### config.mk
export PLATFORM = sky130hd
export DESIGN_NAME = hilo_result_stage
export DESIGN_NICKNAME = d
export VERILOG_FILES = /design/src/rtl/cpu_pkg.sv /design/src/rtl/reg_en.sv /design/src/rtl/hilo_result_stage.sv
export SDC_FILE = /design/constraint.sdc
export NUM_CORES = 1
export LEC_CHECK = 0
export ABC_AREA = 1
export ABC_CLOCK_PERIOD_IN_PS = 5890
export CORE_MARGIN = 3
export CORE_UTILIZATION = 42
export CTS_CLUSTER_SIZE = 40
export DETAILED_ROUTE_END_ITERATION = 10
export GPL_TIMING_DRIVEN = 0
export PLACE_DENSITY = 0.9
export SETUP_SLACK_MARGIN = 0.3
export SYNTH_ARGS = -nofsm -noshare
export SYNTH_HDL_FRONTEND = slang
export SYNTH_SLANG_ARGS = --single-unit
export TNS_END_PERCENT = 30
### constraint.sdc
create_clock -name clock -period 5.89 [get_ports clock]
set_input_delay 1.767 -clock clock [delete_from_list [all_inputs] [get_ports clock]]
set_output_delay 1.767 -clock clock [all_outputs]
set_load 0.05 [all_outputs]
### src/rtl/cpu_pkg.sv
// Shared definitions for the HI/LO result stage: state encoding and default sizing.
package cpu_pkg;

  typedef enum logic [1:0] {
    IDLE   = 2'd0,
    WAIT   = 2'd1,
    COMMIT = 2'd2
  } state_t;

  localparam int CPU_WIDTH         = 32;
  localparam int CPU_SETTLE_CYCLES = 4;

endpackage

### src/rtl/reg_en.sv
// Generic enabled register with asynchronous active-high clear.
module reg_en #(
  parameter int W = 32
) (
  input  logic         clock,
  input  logic         clear,
  input  logic         en,
  input  logic [W-1:0] d,
  output logic [W-1:0] q
);

  always_ff @(posedge clock or posedge clear) begin
    if (clear) begin
      q <= '0;
    end else if (en) begin
      q <= d;
    end
  end

endmodule

### src/rtl/hilo_result_stage.sv
// Result stage after the combinational mul/div: waits for the path to settle,
// latches ZHI/ZLO, then commits to HI/LO unless the op was a divide by zero.
module hilo_result_stage
  import cpu_pkg::*;
#(
  parameter int WIDTH         = CPU_WIDTH,
  parameter int SETTLE_CYCLES = CPU_SETTLE_CYCLES
) (
  input  logic               clock,
  input  logic               clear,
  input  logic               start,
  input  logic               op_div,
  input  logic [WIDTH-1:0]   divisor_in,
  input  logic [2*WIDTH-1:0] result_in,
  input  logic [WIDTH-1:0]   bus_in,
  input  logic               hi_wr,
  input  logic               lo_wr,
  output logic               busy,
  output logic               done,
  output logic               div_by_zero,
  output logic [WIDTH-1:0]   zhi_out,
  output logic [WIDTH-1:0]   zlo_out,
  output logic [WIDTH-1:0]   hi_out,
  output logic [WIDTH-1:0]   lo_out,
  output state_t             state_dbg
);

  // Handshake: start is taken on any edge where start=1 and busy=0; while busy=1
  // start, hi_wr and lo_wr are ignored (not queued). done pulses once per accepted start.
  localparam logic [3:0] COUNT_LOAD = 4'(SETTLE_CYCLES - 1);

  state_t       state;
  logic [3:0]   count;
  logic         dbz_pending;

  logic         capture;
  logic         commit_ok;
  logic         hi_en;
  logic         lo_en;
  logic [WIDTH-1:0] hi_d;
  logic [WIDTH-1:0] lo_d;

  assign capture   = (state == WAIT) && (count == 4'd0);
  assign commit_ok = (state == COMMIT) && !dbz_pending;
  // start wins over the move-to strobes in IDLE.
  assign hi_en     = commit_ok || ((state == IDLE) && !start && hi_wr);
  assign lo_en     = commit_ok || ((state == IDLE) && !start && lo_wr);
  assign hi_d      = commit_ok ? zhi_out : bus_in;
  assign lo_d      = commit_ok ? zlo_out : bus_in;

  assign busy      = (state != IDLE);
  assign state_dbg = state;

  always_ff @(posedge clock or posedge clear) begin
    if (clear) begin
      state       <= IDLE;
      count       <= 4'd0;
      dbz_pending <= 1'b0;
      done        <= 1'b0;
      div_by_zero <= 1'b0;
    end else begin
      done <= 1'b0;
      case (state)
        IDLE: begin
          if (start) begin
            state       <= WAIT;
            count       <= COUNT_LOAD;
            dbz_pending <= op_div && (divisor_in == '0);
            div_by_zero <= 1'b0;
          end
        end
        WAIT: begin
          if (count == 4'd0) begin
            state <= COMMIT;
          end else begin
            count <= count - 4'd1;
          end
        end
        COMMIT: begin
          if (dbz_pending) begin
            div_by_zero <= 1'b1;
          end
          done  <= 1'b1;
          state <= IDLE;
        end
        default: state <= IDLE;
      endcase
    end
  end

  reg_en #(.W(WIDTH)) u_zhi (
    .clock (clock), .clear (clear), .en (capture),
    .d (result_in[2*WIDTH-1:WIDTH]), .q (zhi_out)
  );

  reg_en #(.W(WIDTH)) u_zlo (
    .clock (clock), .clear (clear), .en (capture),
    .d (result_in[WIDTH-1:0]), .q (zlo_out)
  );

  reg_en #(.W(WIDTH)) u_hi (
    .clock (clock), .clear (clear), .en (hi_en),
    .d (hi_d), .q (hi_out)
  );

  reg_en #(.W(WIDTH)) u_lo (
    .clock (clock), .clear (clear), .en (lo_en),
    .d (lo_d), .q (lo_out)
  );

endmodule

* Word-level counts from Yosys, hierarchy flattened
Cells that the tools add are included.
** Storage, ports and cells
- Output and inout port bits :: 133
- Input port bits :: 134
- Register bits :: 137
** Cells by class
- Reductions and logical operators :: 20
- Mux-type cells :: 12
- Equal/unequal tests :: 6
- $add $sub $neg :: 1
** Operators by type and width (count)
- $mux 32 :: 2
- $logic_not 32->1 :: 1
- $mux 4 :: 2
- $pmux 4 s2 :: 1
- $logic_and 1x1->1 :: 6
- $ne 2x2->1 const B :: 3
- $reduce_and 3->1 :: 2
- $reduce_bool 2->1 :: 3
- $logic_not 4->1 :: 1
- $mux 2 :: 2
- $pmux 2 s2 :: 1
- $reduce_and 2->1 :: 2
- $sub 4x1->4 const B :: 1
- $mux 1 :: 3
- $eq 2x1->1 const B :: 1
- $eq 2x2->1 const B :: 1
- $logic_not 1->1 :: 2
- $logic_not 2->1 :: 1
- $logic_or 1x1->1 :: 2
- $ne 2x1->1 const B :: 1
- $pmux 1 s2 :: 1

* Longest topological paths before layout
- Depth after elaboration :: 4
- Mapped depth :: 9
- Depth with buffers taken out :: 8

* Modules after synthesis
From an unflattened synthesis, not the netlist that was laid out.
** Unflattened totals
- Cell total of the unflattened synthesis :: 811
- Area, all modules :: 6527.5 um2
** Modules (own cells, without submodules)
- reg_en :: sequential area each 800.8 um2, times used 4, cells an instance 137, area each 1296.2 um2
- hilo_result_stage :: sequential area each 225.2 um2, times used 1, cells an instance 263, area each 1342.5 um2

* Worst setup path before layout
No wires, ideal clock.
- Kind :: register -> output
- From :: reg state[1], in the netlist state_dbg[1]
- To :: out busy
- Path slack :: 3.032 ns
- Arrival :: 1.091 ns
- Buffers on the path :: 0
- Required time :: 4.123 ns
- Cell stages (with the launch flop) :: 3
- Cell sequence :: dfrtp_1 nor2_2 inv_1
** Between the ends
- Word-level cells in the longest chain between the ends :: 1
** Ends and longest elaborated chain
- from (decl) :: line hilo_result_stage.sv:32 : state_t state;
- from (signal assigned) :: line hilo_result_stage.sv:56 : state <= IDLE;
- from (signal assigned) :: line hilo_result_stage.sv:66 : state <= WAIT;
- from (signal assigned) :: line hilo_result_stage.sv:74 : state <= COMMIT;
- $reduce_bool 2->1 :: line hilo_result_stage.sv:51 : assign busy = (state != IDLE);
- to (decl) :: line hilo_result_stage.sv:18 : output logic busy,
No other way between the ends.

* Worst setup path in the final report
Ends and elaborated chain as after synthesis.

==> flow_summary.yaml <==
layout:
  area_delta_synth_final_pct: 58.1
  post-route-util_pct: 68.1
  nNetsFinal: 1189
  antenna_cells: 0
  fillers: 1052
  drive_above_1_share_pct: 7.41
  multi_input_area_mm2: 0.00219
  ff_latch_area_mm2: 0.00343
routing:
  top_layer: "met4"
  drt-met1-wl_mm: 7.72
  wl_met2_mm: 10.0
  drc: 0
  wl_per_cell_um: 15.8
  ant_nets: 0
  dr.pass1.iters: 5
  routed_via_density: 4.91
  drt-initial-drc-count: 379
  wirelength_mm: 19.7
  vias: 6113
  wl_met3_mm: 1.34
sta:
  fin_ws_ps: 2340
  finalCriticalPeriod_ps: 3550
  fin_crit_sh_pct: 60.3
  maxSlewHeadroom_pct: 62.0
  finalHoldViolations: 0
  grt_setup_unrepaired: "false"
  setup_viol: 0
  maxClockFrequency_mhz: 281
  finalClockSkew_ps: 7.34
  maxSlewViolCount: 0
  tns_ps: 0
  tightest_slew_ps: 569
critical_path:
  cp-end-kind: "primary output"
  required_ps: 4120
  criticalPathCategory: "flip-flop to primary output"
  critPathMaxFanout: 4
  startpoint_type: "flip-flop"
  arrival_ps: 1790
clocking:
  cts.clk_slew.worst_paths_ps: 60
  cts_tree: "built"
  numCtsBuffers: 17
  ctsResizeCount: 0
  cts_setup_buffers: 0
  ctsHoldBuffers: 0
  cts-root-buf: "clkbuf_16"
  ctsLongestPathBuffers: 2
  clock_sinks: 137
  cts_max_level: 4
  clk-insertion-delay-late_ps: 410
yosys:
  synthFlopType: "dfrtp_1"
  netlist_instances: 767
  synth_top_area_share_pct: 57.1
  yosysMostFrequentCell: "nand2_1"
  synthTopCellsByArea: "dfrtp_1 57%, nand2_1 27%, nand3_1 5.7%, inv_1 2.6%, buf_2 2.4%"
  yosysTopAreaCell: "dfrtp_1"
  ys_warn_count: 0
  synth_edf_count: 0
  async_flop_share_pct: 100
  yosysSeqAreaShare_pct: 57.1
  avgSynthCellArea_um2: 7.83
  netlist_top_cells_count: "438 x nand2_1, 137 x dfrtp_1, 68 x nand3_1"
  syn_area_mm2: 0.00600
  synth-seq-cells: 137
  syn_nets: 903
  ys_types: 18
power_and_ir_drop:
  peakVddDrop_mv: 0.390
  powerDensity_mw_per_mm2: 661
  power.leakage_nw: 4.70
floorplan:
  die_area_mm2: 0.0158
  row_count: 43
  initial_utilization_pct: 43.1
  ioPinCount: 267
  die_y_um: 126
  die_w_um: 126
  coreArea_mm2: 0.0139
place:
  io_buffer_count: 266
  place_ws_ps: 2600
  dp_hpwl_mm: 14.5
  gp_congestion: 0.889
global_route:
  overflow: 0
  antenna_found_initial: 0
  grt_start_max_net_pins: 79
  grt_first_pass_wirelength_mm: 31.4
  grt_pass1_vias: 5972
  track_usage_pct: 25.1
job:
  maxCapViolations: 0
worst_hold_path:
  hp-class: "flip-flop to flip-flop"
status:
  outcome: "completed"
==> state kept, by name (all words and copies together) (netlist names) <==
| name | count |
|---|---|
| u_zhi.q | 32 |
| div_by_zero | 1 |
| u_hi.q | 32 |
| state_dbg | 2 |
| count | 4 |
| dbz_pending | 1 |
| u_lo.q | 32 |
| done | 1 |
| u_zlo.q | 32 |
==> power by group <==
part	internal, W	total [W]	switching [W]
combinational	0.00113	0.00354	0.00241
clock	0.000612	0.00101	0.000403
sequential	0.00140	0.00173	0.000325
total	0.00314	0.00628	0.00314
==> path summary, 6_finish.rpt <==
check | from | endpoint | slack (ps) | cells after the start
max in group asynchronous | clear | u_lo.q[11] | 3320 | 3
min reg2reg | u_lo.q[0] | u_lo.q[0] | 480 | 2
max | state_dbg[1] | busy | 2340 | 3
max reg2reg | state_dbg[1] | u_lo.q[9] | 4220 | 6
min in group asynchronous | clear | done | 1800 | 2
min | u_lo.q[0] | u_lo.q[0] | 480 | 2
==> per-layer routing <==
metal / up-vias / track usage, %
met1: 2912 / 30.9
met4: 0 / 9.12
met2: 248 / 43.3
met3: 42 / 5.43
met5: - / 0
li1: 2911 / -
==> placed cells by master (no fill, tap or decap), types with 2 or more instances in the layout <==
master,n
clkinvlp_4,4
dfrtp_1,137
buf_6,5
inv_2,5
inv_1,40
o21ai_0,2
clkinv_2,4
o21ai_1,2
clkbuf_16,17
nand2_1,438
nand3_1,68
nor2_2,4
clkbuf_8,3
buf_2,29
ha_1,2
clkdlybuf4s50_1,266
nor2_1,28
clkinv_4,2
==> logic make-up (layout without fill, tap and decap cells) <==
group,count (synthesis),in the layout,share of synthesized area (%)
AO/OA/AOI/OAI,6,6,0.542
AND/OR/NAND/NOR,540,540,35.4
flip-flops,137,137,57.1
buffers and inverters,81,380,6.36
XOR/XNOR,1,1,0.146
adder cells (fa/ha/maj),2,2,0.417
==> metrics by stage <==
| stage | area (um^2) | cells | hold WS, ps | total power (W) |
|---|---|---|---|---|
| 5_1_grt | 9490 | 1246 | 493 | 0.00658 |
| 2_1_floorplan | 6000 | 767 | 466 | 0.00396 |
| 3_5_place_dp | 8920 | 1214 | 468 | 0.00526 |
| 3_3_place_gp | 8890 | 1213 | 463 | 0.00519 |
| 6_report | 9490 | 1246 | 476 | 0.00628 |
| 4_1_cts | 9490 | 1246 | 482 | 0.00630 |
==> critical path, cell delays in order, from the launching register on <==
cell and delay, ps:
dfrtp_1 440, nor2_2 80, inv_1 60, clkdlybuf4s50_1 800
==> cell type report <==
cell class / instances / area share, %
Clock buffer: 21 / 4.96
Multi-Input combinational cell: 549 / 23.1
Tap cell: 180 / 2.37
Inverter: 46 / 1.87
Sequential cell: 137 / 36.1
Timing Repair Buffer: 267 / 28.3
Clock inverter: 11 / 1.03
Buffer: 35 / 2.20
Power figures use the tool's default switching activity.
